### config.mk
export PLATFORM = sky130hd
export DESIGN_NAME = mips_multicycle_ctrl
export DESIGN_NICKNAME = d
export VERILOG_FILES = /design/src/rtl/mips_multicycle_ctrl.sv
export SDC_FILE = /design/constraint.sdc
export NUM_CORES = 1
export LEC_CHECK = 0
export BUFFER_PORTS_ARGS = -buffer_cell sky130_fd_sc_hd__buf_2
export CORE_UTILIZATION = 45
export CTS_CLUSTER_SIZE = 28
export DETAILED_ROUTE_END_ITERATION = 10
export GPL_ROUTABILITY_DRIVEN = 0
export HOLD_SLACK_MARGIN = 0.05
export PLACE_DENSITY = 0.74
export SLEW_MARGIN = 10
export SYNTH_ARGS = -nofsm -noshare
export SYNTH_HDL_FRONTEND = slang
export SYNTH_SLANG_ARGS = --single-unit
### constraint.sdc
create_clock -name Clock -period 2.33 [get_ports Clock]
set_clock_uncertainty 0.2 [all_clocks]
set_input_delay 0 -clock Clock [delete_from_list [all_inputs] [get_ports Clock]]
set_output_delay 0 -clock Clock [all_outputs]
set_load 0.02 [all_outputs]
### src/rtl/mips_multicycle_ctrl.sv
// ---------------------------------------------------------------------------
// mips_multicycle_ctrl
//
// Main control FSM for the multicycle MIPS datapath. It decodes Opcode/Funct
// from the held instruction register, steps the instruction through its
// phases, and drives the ALU control code, the operand selects and every
// datapath write strobe. The ALU Zero flag resolves branches in BRANCH.
//
// Optional feature: define MCTRL_BNE_EN to decode opcode 000101 (bne) into
// BRANCH with an inverted Zero qualification. Without it, bne is illegal.
//
// Ports:
//   Clock      in   system clock, rising edge
//   Reset_n    in   asynchronous active-low reset
//   Opcode     in   IR[31:26]
//   Funct      in   IR[5:0]
//   Zero       in   ALU zero flag, valid in the current cycle
//   PCWrite    out  PC load strobe (unconditional and branch writes combined)
//   IorD       out  memory address select: 0=PC, 1=ALUOut
//   MemRead    out  memory read strobe
//   MemWrite   out  memory write strobe
//   IRWrite    out  instruction register load strobe
//   MemtoReg   out  register write-data select: 0=ALUOut, 1=MDR
//   RegDst     out  destination register select: 0=rt, 1=rd
//   RegWrite   out  register file write strobe
//   ALUSrcA    out  ALU operand A select: 0=PC, 1=A
//   ALUSrcB    out  ALU operand B select: 00=B, 01=4, 10=ext imm, 11=sext imm<<2
//   ZeroExt    out  immediate extension: 1=zero-extend, 0=sign-extend
//   PCSource   out  PC source: 00=ALU result, 01=ALUOut, 10=jump target
//   ALUControl out  operation code to the ALU
//   Illegal    out  one-cycle pulse on an unsupported opcode or funct
//   State      out  current state, debug only
// ---------------------------------------------------------------------------
module mips_multicycle_ctrl #(
    parameter int STATE_W = 4
) (
    input  logic               Clock,
    input  logic               Reset_n,
    input  logic [5:0]         Opcode,
    input  logic [5:0]         Funct,
    input  logic               Zero,
    output logic               PCWrite,
    output logic               IorD,
    output logic               MemRead,
    output logic               MemWrite,
    output logic               IRWrite,
    output logic               MemtoReg,
    output logic               RegDst,
    output logic               RegWrite,
    output logic               ALUSrcA,
    output logic [1:0]         ALUSrcB,
    output logic               ZeroExt,
    output logic [1:0]         PCSource,
    output logic [3:0]         ALUControl,
    output logic               Illegal,
    output logic [STATE_W-1:0] State
);

    typedef enum logic [3:0] {
        FETCH  = 4'd0,
        DECODE = 4'd1,
        MEMADR = 4'd2,
        MEMRD  = 4'd3,
        MEMWB  = 4'd4,
        MEMWR  = 4'd5,
        EXEC   = 4'd6,
        RWB    = 4'd7,
        BRANCH = 4'd8,
        JUMP   = 4'd9,
        IEXEC  = 4'd10,
        IWB    = 4'd11
    } state_t;

    localparam logic [3:0] ALU_AND = 4'b0000;
    localparam logic [3:0] ALU_OR  = 4'b0001;
    localparam logic [3:0] ALU_ADD = 4'b0010;
    localparam logic [3:0] ALU_SUB = 4'b0110;
    localparam logic [3:0] ALU_SLT = 4'b0111;
    localparam logic [3:0] ALU_NOR = 4'b1100;
    localparam logic [3:0] ALU_XOR = 4'b1101;

    localparam logic [5:0] OP_R    = 6'b000000;
    localparam logic [5:0] OP_LW   = 6'b100011;
    localparam logic [5:0] OP_SW   = 6'b101011;
    localparam logic [5:0] OP_BEQ  = 6'b000100;
    localparam logic [5:0] OP_J    = 6'b000010;
    localparam logic [5:0] OP_ADDI = 6'b001000;
    localparam logic [5:0] OP_ANDI = 6'b001100;
    localparam logic [5:0] OP_ORI  = 6'b001101;
    localparam logic [5:0] OP_SLTI = 6'b001010;
`ifdef MCTRL_BNE_EN
    localparam logic [5:0] OP_BNE  = 6'b000101;
`endif

    localparam logic [5:0] FN_ADD = 6'b100000;
    localparam logic [5:0] FN_SUB = 6'b100010;
    localparam logic [5:0] FN_AND = 6'b100100;
    localparam logic [5:0] FN_OR  = 6'b100101;
    localparam logic [5:0] FN_XOR = 6'b100110;
    localparam logic [5:0] FN_NOR = 6'b100111;
    localparam logic [5:0] FN_SLT = 6'b101010;

    state_t     r_state;
    state_t     w_next;

    logic       w_pcWrite;
    logic       w_iorD;
    logic       w_memRead;
    logic       w_memWrite;
    logic       w_irWrite;
    logic       w_memtoReg;
    logic       w_regDst;
    logic       w_regWrite;
    logic       w_aluSrcA;
    logic [1:0] w_aluSrcB;
    logic       w_zeroExt;
    logic [1:0] w_pcSource;
    logic [3:0] w_aluControl;
    logic       w_illegal;
    logic [3:0] w_fnAlu;
    logic       w_fnValid;
    logic [3:0] w_immAlu;
    logic       w_immZext;

    // State register; reset drops straight back to FETCH.
    always_ff @(posedge Clock or negedge Reset_n) begin
        if (!Reset_n) begin
            r_state <= FETCH;
        end else begin
            r_state <= w_next;
        end
    end

    // R-type funct map, shared by EXEC for both the ALU code and the
    // legality check.
    always_comb begin
        w_fnAlu   = ALU_ADD;
        w_fnValid = 1'b1;
        case (Funct)
            FN_ADD:  w_fnAlu = ALU_ADD;
            FN_SUB:  w_fnAlu = ALU_SUB;
            FN_AND:  w_fnAlu = ALU_AND;
            FN_OR:   w_fnAlu = ALU_OR;
            FN_XOR:  w_fnAlu = ALU_XOR;
            FN_NOR:  w_fnAlu = ALU_NOR;
            FN_SLT:  w_fnAlu = ALU_SLT;
            default: w_fnValid = 1'b0;
        endcase
    end

    // I-type immediate map. IEXEC and IWB both use it, which is how IWB
    // holds the IEXEC ALU settings while the IR stays stable.
    always_comb begin
        w_immAlu  = ALU_ADD;
        w_immZext = 1'b0;
        case (Opcode)
            OP_ANDI: begin w_immAlu = ALU_AND; w_immZext = 1'b1; end
            OP_ORI:  begin w_immAlu = ALU_OR;  w_immZext = 1'b1; end
            OP_SLTI: w_immAlu = ALU_SLT;
            default: w_immAlu = ALU_ADD;
        endcase
    end

    // Next-state and Moore outputs. Only PCWrite in BRANCH looks at Zero.
    always_comb begin
        w_next       = FETCH;
        w_pcWrite    = 1'b0;
        w_iorD       = 1'b0;
        w_memRead    = 1'b0;
        w_memWrite   = 1'b0;
        w_irWrite    = 1'b0;
        w_memtoReg   = 1'b0;
        w_regDst     = 1'b0;
        w_regWrite   = 1'b0;
        w_aluSrcA    = 1'b0;
        w_aluSrcB    = 2'b00;
        w_zeroExt    = 1'b0;
        w_pcSource   = 2'b00;
        w_aluControl = 4'b0000;
        w_illegal    = 1'b0;
        case (r_state)
            FETCH: begin
                w_memRead    = 1'b1;
                w_irWrite    = 1'b1;
                w_aluSrcB    = 2'b01;
                w_aluControl = ALU_ADD;
                w_pcSource   = 2'b00;
                w_pcWrite    = 1'b1;
                w_next       = DECODE;
            end
            DECODE: begin
                w_aluSrcB    = 2'b11;
                w_aluControl = ALU_ADD;
                case (Opcode)
                    OP_LW, OP_SW:                      w_next = MEMADR;
                    OP_R:                              w_next = EXEC;
                    OP_BEQ:                            w_next = BRANCH;
`ifdef MCTRL_BNE_EN
                    OP_BNE:                            w_next = BRANCH;
`endif
                    OP_J:                              w_next = JUMP;
                    OP_ADDI, OP_ANDI, OP_ORI, OP_SLTI: w_next = IEXEC;
                    default: begin
                        w_next    = FETCH;
                        w_illegal = 1'b1;
                    end
                endcase
            end
            MEMADR: begin
                w_aluSrcA    = 1'b1;
                w_aluSrcB    = 2'b10;
                w_aluControl = ALU_ADD;
                w_next       = (Opcode == OP_LW) ? MEMRD : MEMWR;
            end
            MEMRD: begin
                w_memRead = 1'b1;
                w_iorD    = 1'b1;
                w_next    = MEMWB;
            end
            MEMWB: begin
                w_regWrite = 1'b1;
                w_memtoReg = 1'b1;
                w_next     = FETCH;
            end
            MEMWR: begin
                w_memWrite = 1'b1;
                w_iorD     = 1'b1;
                w_next     = FETCH;
            end
            EXEC: begin
                w_aluSrcA = 1'b1;
                w_aluSrcB = 2'b00;
                if (w_fnValid) begin
                    w_aluControl = w_fnAlu;
                    w_next       = RWB;
                end else begin
                    w_aluControl = ALU_ADD;
                    w_illegal    = 1'b1;
                    w_next       = FETCH;
                end
            end
            RWB: begin
                w_regWrite = 1'b1;
                w_regDst   = 1'b1;
                w_next     = FETCH;
            end
            BRANCH: begin
                w_aluSrcA    = 1'b1;
                w_aluSrcB    = 2'b00;
                w_aluControl = ALU_SUB;
                w_pcSource   = 2'b01;
`ifdef MCTRL_BNE_EN
                w_pcWrite    = (Opcode == OP_BNE) ? ~Zero : Zero;
`else
                w_pcWrite    = Zero;
`endif
                w_next       = FETCH;
            end
            JUMP: begin
                w_pcSource = 2'b10;
                w_pcWrite  = 1'b1;
                w_next     = FETCH;
            end
            IEXEC: begin
                w_aluSrcA    = 1'b1;
                w_aluSrcB    = 2'b10;
                w_aluControl = w_immAlu;
                w_zeroExt    = w_immZext;
                w_next       = IWB;
            end
            IWB: begin
                w_regWrite   = 1'b1;
                w_aluSrcA    = 1'b1;
                w_aluSrcB    = 2'b10;
                w_aluControl = w_immAlu;
                w_zeroExt    = w_immZext;
                w_next       = FETCH;
            end
            default: w_next = FETCH;
        endcase
    end

    // Outputs are masked by Reset_n so an aborted instruction's strobes
    // vanish the moment reset asserts, not at the next edge.
    assign PCWrite    = Reset_n & w_pcWrite;
    assign IorD       = Reset_n & w_iorD;
    assign MemRead    = Reset_n & w_memRead;
    assign MemWrite   = Reset_n & w_memWrite;
    assign IRWrite    = Reset_n & w_irWrite;
    assign MemtoReg   = Reset_n & w_memtoReg;
    assign RegDst     = Reset_n & w_regDst;
    assign RegWrite   = Reset_n & w_regWrite;
    assign ALUSrcA    = Reset_n & w_aluSrcA;
    assign ALUSrcB    = Reset_n ? w_aluSrcB : 2'b00;
    assign ZeroExt    = Reset_n & w_zeroExt;
    assign PCSource   = Reset_n ? w_pcSource : 2'b00;
    assign ALUControl = Reset_n ? w_aluControl : 4'b0000;
    assign Illegal    = Reset_n & w_illegal;
    assign State      = Reset_n ? STATE_W'(r_state) : '0;

endmodule

# Word-level counts from Yosys, hierarchy flattened
# Cells that the tools add are included.
totals:
  elab_cells: 82
  out_inout_bits: 23
  regBits: 4
op_classes:
  muxes: 29
  n_reduce_logical: 15
  n_eq_ne: 26
  n_bitwise: 11
ops:
  columns: ["op", "n"]
  rows:
  - ["equality test 6 bit, second input constant", 9]
  - ["one-hot mux 4 bit (6 select lines)", 2]
  - ["equality test 6 x 4 -> 1 bit, second input constant", 4]
  - ["one-hot mux 4 bit (5 select lines)", 1]
  - ["equality test 4 x 3 -> 1 bit, second input constant", 4]
  - ["equality test 4 bit, second input constant", 4]
  - ["one-hot mux 4 bit (4 select lines)", 1]
  - ["2-to-1 mux 1 bit", 13]
  - ["2-to-1 mux 4 bit", 3]
  - ["OR reduction 2 bit", 6]
  - ["bitwise AND 1 bit", 11]
  - ["one-hot mux 3 bit (3 select lines)", 1]
  - ["OR reduction 3 bit", 3]
  - ["OR reduction 9 bit", 1]
  - ["equality test 4 x 2 -> 1 bit, second input constant", 2]
  - ["OR reduction 7 bit", 1]
  - ["equality test 6 x 2 -> 1 bit, second input constant", 1]
  - ["equality test 6 x 3 -> 1 bit, second input constant", 1]
  - ["zero test 6 bit", 1]
  - ["2-to-1 mux 3 bit", 2]
  - ["one-hot mux 2 bit (3 select lines)", 1]
  - ["OR reduction 5 bit", 1]
  - ["equality test 4 x 1 -> 1 bit, second input constant", 1]
  - ["zero test 4 bit", 1]
  - ["other kinds (4)", 6]

# Longest topological paths before layout
logic_depth:
  word_depth: 6
  depth_mapped: 5

# Worst setup path before layout
# Ideal clock, no wire load.
synth_timing:
  path_type: "reg2out"
  from: "register r_state[2]"
  to: "output PCWrite"
  path_slack_ns: 0.496
  required_time_ns: 2.130
  arrival_ns: 1.634
  path_stages_with_launch: 5
  path_buffers: 2
  path_cell_list: "dfrtp_1 clkbuf_1 clkbuf_1 nand2b_1 nor4b_1"
synth_via:
  elab_chain_cells: 4
synth_lines:
  columns: ["item", "line", "source"]
  rows:
  - ["start: declaration", "103", "state_t r_state;"]
  - ["start signal: assignment", "130", "r_state <= w_next;"]
  - ["equality test 4 bit / zero test 4 bit (equally long branches)", "181", "case (r_state)"]
  - ["OR reduction 2 bit (no line)", null, null]
  - ["one-hot mux 1 bit (2 select lines) (*)", "181", null]
  - ["bitwise AND 1 bit (*)", "285", "assign PCWrite = Reset_n & w_pcWrite;"]
  - ["end: declaration", "42", "output logic PCWrite,"]
# Every way passes the cells marked *; elsewhere a longest branch is shown, timed or not.

# Worst setup path after layout
layout_timing:
  from: "input Opcode[0]"
  to: "register r_state[1]"
layout_via:
  elab_chain_cells: 4
layout_lines:
  columns: ["item", "line", "source"]
  rows:
  - ["start: declaration", "39", "input logic [5:0] Opcode,"]
  - ["equality test 6 x 4 -> 1 bit (tied with other cells)", "194", "case (Opcode)"]
  - ["OR reduction 4 bit / OR reduction 2 bit (equally long branches)", null, null]
  - ["one-hot mux 4 bit (5 select lines)", "194", null]
  - ["one-hot mux 4 bit (6 select lines) (*)", "181", null]
  - ["net w_next[1]", "104", "state_t w_next;"]
# The timed path passes the listed nets; every way through them passes the cells marked *.

==> impl_metrics.yaml <==
cells_and_area:
  drive_gt1_share_pct: 25.95
  largest_reg_flops: 4
  top_regs: "r_state (4)"
  finalInstanceArea_um2: 1042
  regMostFlops: "r_state"
  antenna_cells: 0
  finalNetCount: 175
  syn_to_final_growth_pct: 31.80
die:
  io_pins: 38
  initial_core_util_pct: 50.16
  dieArea_um2: 1929
  fp.dieH_um: 43.92
  core_area_um2: 1577
  die_w_um: 43.92
  num_rows: 14
flow_run:
  max-cap-violations: 0
power:
  vdd_drop_max_mv: 0.2645
  p_leak_nw: 0.4736
  power_density_nw_per_um2: 535.6
cts:
  cts_root_buf: "clkbuf_4"
  cts_tree: "yes"
  clock_tree.buffer_depth: 2
  cts_buffers: 3
  postCtsSetupRepairBufs: 0
  clock-sinks: 4
  insertion_delay_ns: 0.23
  cts.clk_slew.worst_paths_ns: 0.04
  cts-htree-levels: 1
route:
  dr.pass1.iters: 8
  avgRoutedWirePerCell_um: 14.35
  vias: 1071
  drt_iter0_drc: 76
  wl_mm: 2.497
  viasPerCell: 6.155
  ant_nets: 0
  drc: 4
logic_synthesis:
  synth_top_area_share_pct: 12.66
  ys_top_cells_by_area: "dfrtp_1, nand2b_1, nor2_1, nor3_1, nor2b_1"
  synth-seq-area-share_pct: 12.66
  muxShareOfSynthArea_pct: 0
  synth_ff_type: "dfrtp_1"
  syn_inst: 121
  synth_edf_count: 0
  synth.most_common_cell: "nor2_1"
  synth_seq_cells: 4
  async_reset_ff_share_pct: 100.0
  yosysTopAreaCell: "dfrtp_1"
  ys_top_cells_by_count: "nor2_1, nand2_1, nor3_1"
  synth.distinct_cells: 41
  synth-simple-area-share_pct: 51.58
  synth-xor-area-share_pct: 1.108
  synth_compound_area_share_pct: 28.16
  synth.avg_cell_area_um2: 6.535
  yosysWarnings: 0
  synth_fp_nets: 136
  synth_top_family_by_area: "simple AND/OR/NAND/NOR gates"
  synthAdderAreaFrac_pct: 0
  syn_area_um2: 790.8
min_path:
  hp-class: "in2reg"
global_routing:
  grtUsageTotal_pct: 27.56
  gr-total-overflow: 0
  grt_max_degree: 22
  grt_pass1_vias: 948
  grt_pass1_wl_mm: 4.105
  antenna_found_initial: 0
critical_path:
  worst_setup_path_start_kind: "primary input"
  endpoint_kind: "flop"
  crit_required_ns: 2.30
  worst-setup-path-type: "in2reg"
  cp.arrival_ns: 2.17
  crit_fanout: 8
placement:
  hpwl_mm: 1.795
  postPlaceCellArea_um2: 948.4
  io_buffer_count: 37
  place_ws_ns: 0.4025
sta:
  fmax_mhz: 454.6
  fin_crit_sh_pct: 94.41
  timing_hold_violations_final: 0
  holdWs_ns: 0.06156
  slew_violations: 0
  slew_headroom_pct: 62.80
  worstMarginPinSlew_ns: 0.5580
  setup_ws_ns: 0.1302
  setup_viol: 0
  rsz0062_at_grt: "no"
  tns_ns: 0
  min_period_ns: 2.200
outcome:
  violations: "DRC"
  status: "finished, violations left"
==> logic make-up (layout without fill, tap and decap cells) <==
| group | Yosys count | count (layout) |
|---|---|---|
| XOR/XNOR | 1 | 1 |
| buffers and inverters | 11 | 48 |
| AO/OA/AOI/OAI | 32 | 32 |
| AND/OR/NAND/NOR | 73 | 73 |
| flip-flops | 4 | 4 |
==> layout make-up <==
cell class / count / area (um2)
repair buffers: 44 / 255.2
flip-flops and latches: 4 / 101.3
clock buffers: 3 / 22.52
inverters: 1 / 3.754
fillers: 145 / 534.3
well taps: 16 / 20.02
multi-input cells: 106 / 639.4
==> power by group <==
| part | internal (W) | switching (W) |
|---|---|---|
| Combinational | 0.000136 | 0.000189 |
| Sequential | 0.0000824 | 0.0000646 |
| Clock | 0.0000576 | 0.0000281 |
| Total | 0.000276 | 0.000282 |
==> layer usage <==
metal  part of all wire [%]  vias to the layer above  GRT usage [%]
li1                       -                      516              -
met1                     41                      478          36.02
met2                     48                       69          45.37
met3                    8.8                        8          2.083
met4                    2.2                        0          13.94
met5                      0                        -              0
==> worst max-delay path, cell delays in order <==
cell and delay, ns:
dlygate4sd3_1 0.52, buf_2 0.18, nand3_1 0.13, or4_1 0.47, a21oi_1 0.19, a22o_1 0.15
dlygate4sd3_1 0.53
==> stage by stage <==
stage               instances  total power (W)  util [%]
floorplan                 121        0.0003680         -
global placement          164        0.0004452     60.16
detailed placement        164        0.0004559     60.16
CTS                       174        0.0005550     66.03
global route              174        0.0006010     66.11
finish                    174        0.0005583     66.11
==> cells in the final DEF (no fill, tap or decap), types with 3 or more instances in the layout <==
cell | Yosys | layout
buf_2 | 2 | 37
nor2_1 | 14 | 14
nand2_1 | 11 | 11
nor3_1 | 10 | 10
nand2b_1 | 9 | 9
nor2b_1 | 7 | 7
dlygate4sd3_1 | 0 | 7
a21oi_1 | 6 | 6
and2_1 | 4 | 4
a211o_1 | 3 | 3
nand3_1 | 3 | 3
nor3b_1 | 3 | 3
o21ai_0 | 3 | 3
clkbuf_4 | 0 | 3
dfrtp_1 | 4 | 3
==> path summary, 6_finish.rpt <==
check / from / to / slack [ns] / cells after the start
setup / recovery: Opcode[0] / r_state[1] / 0.13 / 7
hold / removal: Opcode[2] / r_state[2] / 0.06 / 4
setup reg to reg: r_state[0] / r_state[1] / 0.21 / 4
hold reg to reg: r_state[3] / r_state[2] / 0.62 / 1
max in group asynchronous: Reset_n / r_state[1] / 1.08 / 3
min in group asynchronous: Reset_n / r_state[3] / 0.65 / 3
==> timing repair <==
| item | in CTS | in global routing |
|---|---|---|
| hold endpoints to repair | 6 | 0 |
| setup endpoints to repair | 0 | 3 |
| resized for setup | 0 | 1 |
| hold buffers | 7 | 0 |
Power figures use the tool's default switching activity.
